<file path="src/rtl/vec_cache_entry_recycle.sv">
// Per-entry FREE->RSVD->BUSY->DRAIN->FREE tracker feeding the pre-allocator's free vector.
// Latency: 1 cycle per transition, RELEASE_LAT+1 cycles from release to FREE; rel_rdy is always 1.
// Optional checking (err_vld/err_index pulses and SVA) is enabled by VEC_CACHE_ENTRY_CHECK_EN.
module vec_cache_entry_recycle #(
  parameter int ENTRY_NUM      = 32,
  parameter int ENTRY_ID_WIDTH = $clog2(ENTRY_NUM),
  parameter int RELEASE_LAT    = 2,
  parameter int CNT_WIDTH      = $clog2(ENTRY_NUM + 1)
) (
  input  logic                      clk,
  input  logic                      rst,
  output logic [ENTRY_NUM-1:0]      v_free_vld,
  input  logic [ENTRY_NUM-1:0]      v_free_rdy,
  input  logic                      alloc_vld,
  input  logic [ENTRY_ID_WIDTH-1:0] alloc_index,
  input  logic                      rel_vld,
  output logic                      rel_rdy,
  input  logic [ENTRY_ID_WIDTH-1:0] rel_index,
  output logic [CNT_WIDTH-1:0]      free_cnt,
  output logic [CNT_WIDTH-1:0]      busy_cnt,
  output logic                      err_vld,
  output logic [ENTRY_ID_WIDTH-1:0] err_index
);

  typedef enum logic [1:0] {
    ST_FREE  = 2'd0,
    ST_RSVD  = 2'd1,
    ST_BUSY  = 2'd2,
    ST_DRAIN = 2'd3
  } entry_state_t;

  localparam int DW = (RELEASE_LAT > 1) ? $clog2(RELEASE_LAT) : 1;
  localparam logic [DW-1:0] DRAIN_INIT = (RELEASE_LAT > 0) ? DW'(RELEASE_LAT - 1) : '0;

  entry_state_t         state      [ENTRY_NUM];
  entry_state_t         state_nxt  [ENTRY_NUM];
  logic [DW-1:0]        drain_cnt  [ENTRY_NUM];
  logic [DW-1:0]        drain_nxt  [ENTRY_NUM];
  logic                 rel_fire;
  logic                 alloc_ok;
  logic                 rel_ok;
  logic [CNT_WIDTH-1:0] free_nxt;
  logic [CNT_WIDTH-1:0] busy_nxt;

  // Back-pressure hook for a future release queue; today every release is taken.
  assign rel_rdy  = 1'b1;
  assign rel_fire = rel_vld && rel_rdy;

  always_comb begin
    for (int i = 0; i < ENTRY_NUM; i++) begin
      v_free_vld[i] = (state[i] == ST_FREE);
    end
  end

  // Out-of-range indices never match an entry, so they fall out as illegal.
  always_comb begin
    alloc_ok = 1'b0;
    rel_ok   = 1'b0;
    for (int i = 0; i < ENTRY_NUM; i++) begin
      if (alloc_vld && (alloc_index == ENTRY_ID_WIDTH'(i)) && (state[i] == ST_RSVD)) begin
        alloc_ok = 1'b1;
      end
      if (rel_fire && (rel_index == ENTRY_ID_WIDTH'(i)) && (state[i] == ST_BUSY)) begin
        rel_ok = 1'b1;
      end
    end
  end

  always_comb begin
    free_nxt = '0;
    busy_nxt = '0;
    for (int i = 0; i < ENTRY_NUM; i++) begin
      state_nxt[i] = state[i];
      drain_nxt[i] = drain_cnt[i];
      case (state[i])
        ST_FREE: begin
          if (v_free_rdy[i]) begin
            state_nxt[i] = ST_RSVD;
          end
        end
        ST_RSVD: begin
          if (alloc_ok && (alloc_index == ENTRY_ID_WIDTH'(i))) begin
            state_nxt[i] = ST_BUSY;
          end
        end
        ST_BUSY: begin
          if (rel_ok && (rel_index == ENTRY_ID_WIDTH'(i))) begin
            if (RELEASE_LAT > 0) begin
              state_nxt[i] = ST_DRAIN;
              drain_nxt[i] = DRAIN_INIT;
            end else begin
              state_nxt[i] = ST_FREE;
            end
          end
        end
        default: begin
          if (drain_cnt[i] == '0) begin
            state_nxt[i] = ST_FREE;
          end else begin
            drain_nxt[i] = drain_cnt[i] - DW'(1);
          end
        end
      endcase
      // Counting the next state keeps the counters exact under multi-hot grants.
      free_nxt = free_nxt + CNT_WIDTH'(state_nxt[i] == ST_FREE);
      busy_nxt = busy_nxt + CNT_WIDTH'(state_nxt[i] == ST_BUSY);
    end
  end

  always_ff @(posedge clk or posedge rst) begin
    if (rst) begin
      for (int i = 0; i < ENTRY_NUM; i++) begin
        state[i]     <= ST_FREE;
        drain_cnt[i] <= '0;
      end
      free_cnt <= CNT_WIDTH'(ENTRY_NUM);
      busy_cnt <= '0;
    end else begin
      for (int i = 0; i < ENTRY_NUM; i++) begin
        state[i]     <= state_nxt[i];
        drain_cnt[i] <= drain_nxt[i];
      end
      free_cnt <= free_nxt;
      busy_cnt <= busy_nxt;
    end
  end

`ifdef VEC_CACHE_ENTRY_CHECK_EN
  logic alloc_err;
  logic rel_err;

  assign alloc_err = alloc_vld && !alloc_ok;
  assign rel_err   = rel_fire && !rel_ok;

  // Alloc errors take precedence when both paths misbehave in one cycle.
  always_ff @(posedge clk or posedge rst) begin
    if (rst) begin
      err_vld   <= 1'b0;
      err_index <= '0;
    end else begin
      err_vld <= alloc_err || rel_err;
      if (alloc_err) begin
        err_index <= alloc_index;
      end else if (rel_err) begin
        err_index <= rel_index;
      end
    end
  end

  int n_free;
  int n_rsvd;
  int n_busy;
  int n_drain;

  always_comb begin
    n_free  = 0;
    n_rsvd  = 0;
    n_busy  = 0;
    n_drain = 0;
    for (int i = 0; i < ENTRY_NUM; i++) begin
      case (state[i])
        ST_FREE: n_free  = n_free + 1;
        ST_RSVD: n_rsvd  = n_rsvd + 1;
        ST_BUSY: n_busy  = n_busy + 1;
        default: n_drain = n_drain + 1;
      endcase
    end
  end

  a_grant_onehot: assert property (@(posedge clk) disable iff (rst) $onehot0(v_free_rdy));

  a_cnt_invariant: assert property (@(posedge clk) disable iff (rst)
    (int'(free_cnt) == n_free) && (int'(busy_cnt) == n_busy) &&
    (n_free + n_rsvd + n_busy + n_drain == ENTRY_NUM));
`else
  assign err_vld   = 1'b0;
  assign err_index = '0;
`endif

endmodule

</file>
<file path="config.mk">
export PLATFORM = sky130hd
export DESIGN_NAME = vec_cache_entry_recycle
export DESIGN_NICKNAME = d
export VERILOG_FILES = /design/src/rtl/vec_cache_entry_recycle.sv
export SDC_FILE = /design/constraint.sdc
export NUM_CORES = 1
export LEC_CHECK = 0
export BUFFER_PORTS_ARGS = -buffer_cell sky130_fd_sc_hd__buf_2
export CAP_MARGIN = 0
export CORE_MARGIN = 10
export CORE_UTILIZATION = 47
export DETAILED_ROUTE_END_ITERATION = 12
export HOLD_SLACK_MARGIN = 0.05
export MAX_ROUTING_LAYER = met4
export PLACE_DENSITY = 0.67
export SLEW_MARGIN = 15
export SYNTH_ARGS = -nofsm -noshare
export SYNTH_HDL_FRONTEND = slang
export SYNTH_SLANG_ARGS = --single-unit
</file>
<file path="constraint.sdc">
create_clock -name clk -period 11.5 [get_ports clk]
set_input_delay 0.575 -clock clk [delete_from_list [all_inputs] [get_ports clk]]
set_output_delay 0.575 -clock clk [all_outputs]
set_load 0.01 [all_outputs]
</file>
==> reports/qor.yml <==
status: "completed"
placedInstanceArea_um2: 8720
track_usage_pct: 23.2
fin_crit_sh_pct: 64.2
crit_chain: "buf_2 -> nor2b_1 -> a21boi_1 -> o21ai_0 -> a32oi_1 -> a41o_1 -> nand2_2 -> a32oi_1 -> fa_1 -> inv_1 -> fa_1 -> inv_1 -> fa_1 -> fa_1 -> fa_1 -> inv_1 -> fa_1 -> ha_1 -> fa_1 -> a21o_1 -> a21oi_1 -> xnor2_1"
synthesis.instances: 951
postCtsResizedCells: 0
p_leak_nw: 4.42
cap_viol_max_count: 0
detail_route.first_pass.iterations: 5
post-cts-setup-buffer-count: 0
timing.critical_path.to_type: "flop"
final_core_util_pct: 52.5
synth_edf_count: 0
fillers: 1658
clkTransAtPathRegs_ps: 70
boundaryPins: 97
post-route-cell-area_um2: 9040
number_of_hold_repair_buffers_added_at_the_cts_stage: 0
initial_utilization_pct: 47.6
synthesis.yosys.warnings: 0
ys_ff_latch: 108
clk_root_buffer_cell: "sky130_fd_sc_hd__clkbuf_16"
route.detailed.wl_per_inst_um: 21.5
worst_slew_margin_rel_pct: 35.3
syn-cell-area_um2: 8210
synth_area_per_cell_um2: 8.64
route.detailed.vias_per_inst: 5.98
grt_max_degree: 57
vias: 7399
yosys-top-cells-area: "sky130_fd_sc_hd__dfrtp_1, sky130_fd_sc_hd__fa_1, sky130_fd_sc_hd__nor2_1"
yosys.area.top_type: "sky130_fd_sc_hd__dfrtp_1"
yosys.cell_types.count: 81
worst_path_most_repeated_cell: "sky130_fd_sc_hd__fa_1"
clock_sink_count: 108
number_of_buffers_added_by_the_clock_tree_synthesis_step: 9
rsz0062_at_grt: "no"
detail_route.iter0.violations: 786
buffer_ports.inserted: 89
timing_worst_setup_path_type: "in -> reg"
die_width_um: 152
ys.flop_type: "sky130_fd_sc_hd__dfrtp_1"
htreeDepth: 3
synth.top_cell.area_share_pct: 32.6
final_layout_setup_total_negative_slack_ps: 0
pre_cts_ws_ps: 3840
final_standard_cell_count_with_taps_included_and_fillers_excluded: 1238
final_net_count: 1116
timing_worst_slew_pin_value_ps: 968
fin_worst_hold_slack_ps: 302
place_hpwl_um: 20800
fin_skew_ps: 13.0
die-area_um2: 23200
drtAntennaViolNets: 0
antenna_found_initial: 0
critPathRequiredTime_ps: 11790
grt_first_pass_wirelength_um: 41700
slew_viol_final: 0
ir_worst_vdd_mv: 0.187
cp-start-kind: "input pin"
drc_errors: 0
worstSkewPairLatency_ps: 370
post_route_cells_drive_above_1_share_pct: 13.0
yosysSeqAreaShare_pct: 32.9
cts_buffer_depth: 2
report.final.setup_viol: 0
place_inst: 1222
cts_tree: "yes"
slowest_stage: "sky130_fd_sc_hd__nor2b_1"
crit_path_largest_cell_delay_ps: 700
gp_congestion: 1.02
floorplan.rows: 48
timing.critical_path.fanout_max: 21
n_antenna_cell: 0
power.density_nw_per_um2: 177
max_clock_freq_mhz: 135
layout-area-overhead-vs-synth_pct: 10.1
global_route.overflow_total: 0
timing.critical_path.arrival_ps: 7680
core_area_um2: 17200
fin_crit_ps: 7390
postLayoutSetupSlackWorst_ps: 4110
fp.dieH_um: 152
first_global_vias: 7226
finalHoldViolCount: 0
timing.hold.worst.class: "in -> async"
routed_wirelength_um: 26700
fraction_of_registers_with_async_set_or_reset_after_synthesis_pct: 100
total_power_mw: 1.60
## power breakdown
group          switching, mW  internal, mW
sequential            0.0754         0.437
combinational          0.433         0.314
clock                  0.149         0.194
## sequential cells by signal (all words and copies together) (netlist names)
signal     count
free_cnt       6
busy_cnt       6
drain_cnt     32
state         64
## per-layer routing
layer | up-vias | wire [um] | global-route usage, %
met3 | 59 | 2170 | 4.32
met2 | 382 | 12200 | 35.0
li1 | 3384 | - | -
met5 | - | 0 | -
met1 | 3574 | 11400 | 30.2
met4 | 0 | 907 | 9.40
## path summary, 6_finish.rpt
kind / startpoint / endpoint / slack [ps] / depth (start not counted)
max in group asynchronous: rst / state[63] / 10020 / 3
min reg2reg: drain_cnt[2] / drain_cnt[2] / 470 / 1
min in group clk: v_free_rdy[10] / state[42] / 470 / 3
max reg2reg: state[41] / busy_cnt[4] / 4550 / 21
min: rst / drain_cnt[12] / 300 / 2
max: alloc_index[1] / busy_cnt[4] / 4110 / 22
## cells in the mapped netlist, types with 5 or more instances
cell type and number:
sky130_fd_sc_hd__nor2_1 111, sky130_fd_sc_hd__and3b_1 7, sky130_fd_sc_hd__xnor2_1 5, sky130_fd_sc_hd__o21a_1 13, sky130_fd_sc_hd__clkbuf_1 28, sky130_fd_sc_hd__or3_1 6, sky130_fd_sc_hd__a21o_1 18, sky130_fd_sc_hd__nand3_1 19
sky130_fd_sc_hd__nor3b_1 11, sky130_fd_sc_hd__a41oi_1 5, sky130_fd_sc_hd__nand2b_1 39, sky130_fd_sc_hd__nand4b_1 12, sky130_fd_sc_hd__o22a_1 6, sky130_fd_sc_hd__inv_1 90, sky130_fd_sc_hd__nand2_1 81, sky130_fd_sc_hd__o211ai_1 6
sky130_fd_sc_hd__a31oi_1 17, sky130_fd_sc_hd__o21ai_0 42, sky130_fd_sc_hd__dfrtp_1 107, sky130_fd_sc_hd__fa_1 48, sky130_fd_sc_hd__and2_1 6, sky130_fd_sc_hd__and3_1 13, sky130_fd_sc_hd__buf_4 8, sky130_fd_sc_hd__buf_2 11
sky130_fd_sc_hd__nor3_1 20, sky130_fd_sc_hd__a32o_1 5, sky130_fd_sc_hd__nand4_1 16, sky130_fd_sc_hd__ha_1 14, sky130_fd_sc_hd__o31ai_1 9, sky130_fd_sc_hd__nor2b_1 32, sky130_fd_sc_hd__a21oi_1 56, sky130_fd_sc_hd__o22ai_1 6
## worst max-delay path, delay by kind of cell
kind / cells / cell delay, ps
buf+inv: 4 / 650
simple gates: 2 / 1060
fa+ha+maj: 8 / 3500
compound gates: 7 / 1730
xor+xnor: 1 / 130
## cell usage in the layout, fill, tap and decap left out, types with 5 or more instances in the layout
cell type / n
sky130_fd_sc_hd__clkbuf_16: 9
sky130_fd_sc_hd__a41oi_1: 5
sky130_fd_sc_hd__a21oi_1: 56
sky130_fd_sc_hd__fa_1: 48
sky130_fd_sc_hd__nand4_1: 16
sky130_fd_sc_hd__o211ai_1: 6
sky130_fd_sc_hd__and2_1: 6
sky130_fd_sc_hd__or3_1: 6
sky130_fd_sc_hd__o21ai_0: 42
sky130_fd_sc_hd__nand2b_1: 39
sky130_fd_sc_hd__a21o_1: 18
sky130_fd_sc_hd__ha_1: 14
sky130_fd_sc_hd__o22ai_1: 6
sky130_fd_sc_hd__nor3_1: 20
sky130_fd_sc_hd__and3_1: 13
sky130_fd_sc_hd__nand3_1: 19
sky130_fd_sc_hd__inv_1: 89
sky130_fd_sc_hd__o22a_1: 6
sky130_fd_sc_hd__conb_1: 7
sky130_fd_sc_hd__o31ai_1: 9
sky130_fd_sc_hd__nor3b_1: 11
sky130_fd_sc_hd__nand2_1: 81
sky130_fd_sc_hd__dfrtp_1: 107
sky130_fd_sc_hd__nor2_1: 111
sky130_fd_sc_hd__nor2b_1: 32
sky130_fd_sc_hd__and3b_1: 7
sky130_fd_sc_hd__a31oi_1: 17
sky130_fd_sc_hd__a32o_1: 5
sky130_fd_sc_hd__xnor2_1: 5
sky130_fd_sc_hd__o21a_1: 13
sky130_fd_sc_hd__buf_2: 89
sky130_fd_sc_hd__nand4b_1: 12
## cell families after synthesis
| family | count (synthesis) | share of synthesized area (%) |
|---|---|---|
| and+or+nand+nor | 407 | 26.4 |
| AOI/OAI and AO/OA | 222 | 18.2 |
| buffers and inverters | 141 | 7.34 |
| DFF | 108 | 32.9 |
| adders and majority gates | 62 | 13.8 |
| xor gates and xnor gates | 6 | 0.640 |
| muxes | 3 | 0.518 |
| other | 2 | 0.0914 |
## cell type report
type / count / area (um^2) / area share (%)
timing repair buffer: 92 / 468 / 5.18
multi-input combinational: 707 / 4920 / 54.5
sequential: 108 / 2700 / 29.9
clock inverter: 2 / 38.8 / 0.429
clock buffer: 14 / 284 / 3.14
inverter: 90 / 340 / 3.76
tap: 225 / 282 / 3.11
Power figures use the tool's default switching activity.
